`config.mk`:
```
export PLATFORM = sky130hd
export DESIGN_NAME = pixel_write_coalescer
export DESIGN_NICKNAME = d
export VERILOG_FILES = /design/src/rtl/pixel_write_coalescer.sv
export SDC_FILE = /design/constraint.sdc
export NUM_CORES = 1
export LEC_CHECK = 0
export ABC_AREA = 1
export CAP_MARGIN = 5
export CORE_ASPECT_RATIO = 0.6
export CORE_UTILIZATION = 45
export DETAILED_ROUTE_END_ITERATION = 10
export SKIP_LAST_GASP = 1
export SYNTH_ARGS = -nofsm -noshare
export SYNTH_HDL_FRONTEND = slang
export SYNTH_SLANG_ARGS = --single-unit
```
`constraint.sdc`:
```
create_clock -name clk -period 3.6 [get_ports clk]
set_clock_uncertainty 0.1 [all_clocks]
set_input_delay 0.36 -clock clk [delete_from_list [all_inputs] [get_ports clk]]
set_output_delay 0.36 -clock clk [all_outputs]
set_load 0.03 [all_outputs]
```
`src/rtl/pixel_write_coalescer.sv`:
```
// pixel_write_coalescer
// Merges byte-lane writes from the rectangle generator into a single hold
// word and forwards full, aged or flushed words to the frame-memory arbiter
// through a small show-ahead FIFO.
//
// Ports:
//   clk, rst              clock, synchronous active-high reset
//   in_data/addr/wben     generator write (byte i of data is lane i)
//   in_rts / in_rtr       generator handshake
//   flush                 level; forces the hold word out
//   mem_data/addr/wben    head-of-FIFO word
//   mem_rts / mem_rtr     arbiter handshake
//   idle                  hold empty and FIFO empty
//
// Optional feature (macro PIXEL_WRITE_COALESCER_STATS_EN):
//   merge_cnt[15:0]       saturating count of merged (hit) writes
//   stats_clr             synchronous clear of merge_cnt, beats increment
module pixel_write_coalescer #(
  parameter int unsigned ADDR_W  = 16,
  parameter int unsigned DEPTH   = 4,
  parameter int unsigned TIMEOUT = 15
) (
  input  logic              clk,
  input  logic              rst,
  input  logic [31:0]       in_data,
  input  logic [ADDR_W-1:0] in_addr,
  input  logic [3:0]        in_wben,
  input  logic              in_rts,
  output logic              in_rtr,
  input  logic              flush,
  output logic [31:0]       mem_data,
  output logic [ADDR_W-1:0] mem_addr,
  output logic [3:0]        mem_wben,
  output logic              mem_rts,
  input  logic              mem_rtr,
`ifdef PIXEL_WRITE_COALESCER_STATS_EN
  output logic [15:0]       merge_cnt,
  input  logic              stats_clr,
`endif
  output logic              idle
);

  localparam int unsigned PTR_W  = (DEPTH > 1) ? $clog2(DEPTH) : 1;
  localparam int unsigned CNT_W  = PTR_W + 1;
  localparam int unsigned IDLE_W = $clog2(TIMEOUT + 1);

  typedef struct packed {
    logic [ADDR_W-1:0] addr;
    logic [31:0]       data;
    logic [3:0]        wben;
  } word_t;

  // Hold register and its age counter
  logic              hold_valid_q, hold_valid_d;
  logic [ADDR_W-1:0] hold_addr_q,  hold_addr_d;
  logic [31:0]       hold_data_q,  hold_data_d;
  logic [3:0]        hold_wben_q,  hold_wben_d;
  logic [IDLE_W-1:0] idle_cnt_q,   idle_cnt_d;

  // Output FIFO
  word_t             fifo_q [DEPTH];
  word_t             fifo_d [DEPTH];
  logic [PTR_W-1:0]  wr_ptr_q, wr_ptr_d;
  logic [PTR_W-1:0]  rd_ptr_q, rd_ptr_d;
  logic [CNT_W-1:0]  count_q,  count_d;

  logic        hit_c;
  logic        full_c;
  logic        in_xfc_c;
  logic        wr_en_c;
  logic        mem_xfc_c;
  logic        evict_c;
  logic        push_c;
  logic [31:0] in_mask_c;
  word_t       push_word_c;

  // Handshake and transfer qualifiers; in_rtr depends only on registered state
  always_comb begin
    hit_c     = hold_valid_q && (in_addr == hold_addr_q);
    full_c    = (count_q == CNT_W'(DEPTH));
    in_rtr    = !rst && (!hold_valid_q || hit_c || !full_c);
    in_xfc_c  = in_rts && in_rtr;
    wr_en_c   = in_xfc_c && (in_wben != 4'h0);
    mem_rts   = (count_q != CNT_W'(0));
    mem_xfc_c = mem_rts && mem_rtr;
    in_mask_c = {{8{in_wben[3]}}, {8{in_wben[2]}}, {8{in_wben[1]}}, {8{in_wben[0]}}};
    // A zero-enable transfer still counts as an input transfer and blocks eviction
    evict_c   = !in_xfc_c && hold_valid_q && !full_c &&
                ((hold_wben_q == 4'hF) || (idle_cnt_q == IDLE_W'(TIMEOUT)) || flush);
    push_c    = evict_c || (wr_en_c && hold_valid_q && !hit_c);
    push_word_c = '{addr: hold_addr_q, data: hold_data_q, wben: hold_wben_q};
  end

  // Hold register next state: input beats eviction, eviction beats aging
  always_comb begin
    hold_valid_d = hold_valid_q;
    hold_addr_d  = hold_addr_q;
    hold_data_d  = hold_data_q;
    hold_wben_d  = hold_wben_q;
    idle_cnt_d   = idle_cnt_q;
    if (wr_en_c) begin
      if (hit_c) begin
        hold_data_d = (hold_data_q & ~in_mask_c) | (in_data & in_mask_c);
        hold_wben_d = hold_wben_q | in_wben;
      end else begin
        hold_addr_d = in_addr;
        hold_data_d = in_data & in_mask_c;
        hold_wben_d = in_wben;
      end
      hold_valid_d = 1'b1;
      idle_cnt_d   = '0;
    end else if (evict_c) begin
      hold_valid_d = 1'b0;
      idle_cnt_d   = '0;
    end else if (hold_valid_q && !in_xfc_c && (idle_cnt_q != IDLE_W'(TIMEOUT))) begin
      idle_cnt_d = idle_cnt_q + IDLE_W'(1);
    end
  end

  // FIFO next state; push and pop may coincide at any occupancy
  always_comb begin
    fifo_d   = fifo_q;
    wr_ptr_d = wr_ptr_q;
    rd_ptr_d = rd_ptr_q;
    if (push_c) begin
      fifo_d[wr_ptr_q] = push_word_c;
      wr_ptr_d         = wr_ptr_q + PTR_W'(1);
    end
    if (mem_xfc_c) begin
      rd_ptr_d = rd_ptr_q + PTR_W'(1);
    end
    count_d = count_q + CNT_W'(push_c) - CNT_W'(mem_xfc_c);
  end

  always_ff @(posedge clk) begin
    if (rst) begin
      hold_valid_q <= 1'b0;
      hold_addr_q  <= '0;
      hold_data_q  <= '0;
      hold_wben_q  <= '0;
      idle_cnt_q   <= '0;
      wr_ptr_q     <= '0;
      rd_ptr_q     <= '0;
      count_q      <= '0;
      for (int i = 0; i < int'(DEPTH); i++) begin
        fifo_q[i] <= '0;
      end
    end else begin
      hold_valid_q <= hold_valid_d;
      hold_addr_q  <= hold_addr_d;
      hold_data_q  <= hold_data_d;
      hold_wben_q  <= hold_wben_d;
      idle_cnt_q   <= idle_cnt_d;
      wr_ptr_q     <= wr_ptr_d;
      rd_ptr_q     <= rd_ptr_d;
      count_q      <= count_d;
      fifo_q       <= fifo_d;
    end
  end

  // Show-ahead head and status outputs
  always_comb begin
    mem_addr = fifo_q[rd_ptr_q].addr;
    mem_data = fifo_q[rd_ptr_q].data;
    mem_wben = fifo_q[rd_ptr_q].wben;
    idle     = !hold_valid_q && (count_q == CNT_W'(0));
  end

`ifdef PIXEL_WRITE_COALESCER_STATS_EN
  logic [15:0] merge_cnt_q, merge_cnt_d;

  // Saturating merge counter; clear beats increment
  always_comb begin
    merge_cnt_d = merge_cnt_q;
    if (stats_clr) begin
      merge_cnt_d = '0;
    end else if (wr_en_c && hit_c && (merge_cnt_q != 16'hFFFF)) begin
      merge_cnt_d = merge_cnt_q + 16'd1;
    end
  end

  always_ff @(posedge clk) begin
    if (rst) begin
      merge_cnt_q <= '0;
    end else begin
      merge_cnt_q <= merge_cnt_d;
    end
  end

  assign merge_cnt = merge_cnt_q;
`endif

endmodule

```
==> parameters.txt, run 1 <==
Parameter                              Value

Outcome
  Status    complete, but fails checks
  Failing checks    design-rule violations

Routing
  Total wire length    35400 um
  DR WL/cell    15.5 um
  Post-route ant nets    0
  Via count    12196
  Remaining DRCs    10
  Vias per cell    5.33
  Pre-Repair DR Iteration Count    8
  Number of DRC markers in iteration 0    1126

Global route
  Initial antenna violation count    0
  Overall global routing resource usage    23.9%
  Pin count of the biggest net entering global routing    133
  Vias in the first global route    10801
  Remaining global-route overflow    0
  Wire length of the first global-routing pass    57300 um

Place
  Final HPWL DP    20300 um
  Pre-CTS WS    0.156 ns
  Count of buffers inserted at the top-level ports    111
  Placer congestion estimate    0.809

Timing
  Unrepaired setup endpoints after global routing    false
  Transition time of the tightest slew-check pin    0.942 ns
  Worst relative slew slack    37.2%
  Highest clock rate    296 MHz
  Accumulated negative setup slack    0 ns
  Post-route fraction of the period consumed by the critical path    93.9%
  Max-slew violations    0
  Time the worst path needs with I/O delays and setup    3.38 ns
  Min setup slack post-route    0.219 ns
  Hold violation count in the final report    0
  Final Setup Violations    0

Yosys
  Warnings, synthesis    0
  Mux cell area share after synthesis    0%
  Area share of fa/ha/maj cells after synthesis    0.842%
  Compound-cell area share of the yosys netlist    18.0%
  Number of distinct library cells after synthesis    26
  Share of the yosys chip area belonging to registers    42.6%
  Combined area of all synthesized cells    12800 um2
  Simple-gate share of the synthesized area    29.3%
  Instance count of the mapped netlist    1891
  Largest family of logic cells by synthesized area    simple AND/OR/NAND/NOR gates
  Avg Cell Area, Syn    6.75 um2
  Syn Nets    1956
  Flip-flop and latch count after synthesis    272
  XOR/XNOR share of the synthesized area    0%

CTS
  Number of buffers between clock root and the deepest sink    3
  Post-CTS setup repair buffer count    0
  CTS Root Cell    clkbuf_16
  Clock tree from TritonCTS    yes
  Worst-Skew Late Latency    0.56 ns
  TritonCTS Sinks    272
  Count of cells resized by post-cts repair    0
  Htree depth    1
  Clock-pin slew on the worst setup and hold paths    0.07 ns
  Total clock buffers created by CTS    27
  Hold buffer count at CTS    0

Worst setup path
  CP max FO    37
  Crit path required time    3.14 ns
  Endpoint arrival time on the critical path    2.92 ns
  Crit Path Category    register to primary output
  Category of the worst setup path launch point    register
  Critical path endpoint category    primary output

Cells and area
  Number of diodes added for antenna fixing    0
  Relative area change from synthesis to final layout    16.2%
  Most frequent cells in the layout    nor2_1 (344), nand2_1 (339), dfxtp_1 (270)
  NumNets Final    1967
  Most common cell after layout, fill and taps aside    nor2_1
  Number of fill cells in the layout    2768
  Layout cell share with drive strength beyond 1    5.57%

Power and ir drop
  Worst voltage drop across the vdd grid    0.421 mV
  Leakage Power    5.79 nW
  Pwr/cell area    668 nW/um2

Floorplan
  Standard-cell row count    47
  Vertical die dimension    133 um
  Die Outline Area    29100 um2
  Die extent in x    220 um
  I/O pin cnt    112
  Area of the core    27800 um2
  Starting utilization of the core area    46.0%

Run
  MaxCap Viol Count    0

Hold path
  Hold crit path type    input port to register
[layout make-up]
cell class | instances | area, um2 | area share (%)
clock buffer | 38 | 787 | 5.30
timing repair buffer | 141 | 1440 | 9.73
tap | 367 | 459 | 3.09
clock inverter | 11 | 136 | 0.919
sequential | 272 | 5450 | 36.7
multi-input combinational | 1364 | 6200 | 41.8
inverter | 96 | 365 | 2.46
[power by group]
| group | switching [mW] | leakage (nW) | internal, mW |
|---|---|---|---|
| Sequential | 0.180 | 2.21 | 3.24 |
| Combinational | 2.28 | 3.13 | 1.23 |
| Clock | 1.25 | 0.458 | 1.74 |
| Total | 3.71 | 5.79 | 6.21 |
[logic make-up (layout without fill, tap and decap cells)]
logic type      count (synthesis)  count (layout)
buf+inv                       255             286
fa+ha+maj                       8               8
flops                         272             272
compound gates                445             445
simple gates                  911             911
[stage by stage]
step / util, % / hold WS, ns / cells / instance area, um2 / power (mW)
floorplan: - / 0.341 / 1891 / 12800 / 5.80
global placement: 50.1 / 0.350 / 2240 / 13900 / 6.98
detailed placement: 50.1 / 0.354 / 2240 / 13900 / 6.98
CTS: 53.5 / 0.181 / 2289 / 14800 / 9.97
global route: 53.5 / 0.213 / 2289 / 14800 / 10.4
finish: 53.5 / 0.187 / 2289 / 14800 / 9.92
[critical path, stage by stage, from the launching register on]
cell and delay (ns):
dfxtp_2 0.57, inv_1 0.17, buf_4 0.41, o21ai_0 0.16
o22ai_1 0.28, clkdlybuf4s50_1 0.74
[Yosys cell counts]
cell type	n	area (um2)
nor2_1	344	1290
inv_1	81	304
ha_1	7	87.6
dfxtp_1	272	5450
fa_1	1	20.0
buf_4	3	22.5
nand3_1	215	1080
and3_1	1	6.26
nor2_2	5	31.3
or2_2	1	6.26
buf_2	24	120
nand3_2	1	10.0
buf_6	24	270
nor4_1	1	6.26
o21ai_0	124	621
a21oi_1	265	1330
o22ai_1	53	332
nor3_1	2	10.0
o21ai_1	2	10.0
nand4_4	1	21.3
buf_1	14	52.6
clkbuf_1	94	353
nand2_1	339	1270
o21ai_4	1	16.3
nand4_1	1	6.26
inv_2	15	56.3
[worst paths after layout]
kind                                                 end                        start  cells past startpoint  slack (ns)
worst max register to register  fifo_q[149]$_SDFFE_PP0P_  hold_addr_q[7]$_SDFFE_PP0P_                     15        0.57
worst max-delay path                         mem_addr[4]     rd_ptr_q[1]$_SDFFE_PP0P_                      5        0.22
worst min register to register                  register                     register                      2        0.36
worst min-delay path            fifo_q[189]$_SDFFE_PP0P_                          rst                      4        0.19
[per-layer routing]
metal	share of wire, %	global-route usage, %	up-vias
li1	-	-	6228
met4	1.5	4.28	0
met1	51	36.3	5599
met3	5.3	3.36	43
met2	43	36.0	326
met5	0	0	-
(Power assumes the default switching activity.)
==> inputs of run 2 (changes only) <==
--- a/config.mk
+++ b/config.mk
@@ -6,7 +6,6 @@
 export NUM_CORES = 1
 export LEC_CHECK = 0
 export ABC_AREA = 1
-export CAP_MARGIN = 5
 export CORE_ASPECT_RATIO = 0.6
 export CORE_UTILIZATION = 45
 export DETAILED_ROUTE_END_ITERATION = 10
==> results of run 2 <==
No change in the layout: final DEF, timing and power equal those of run 1.
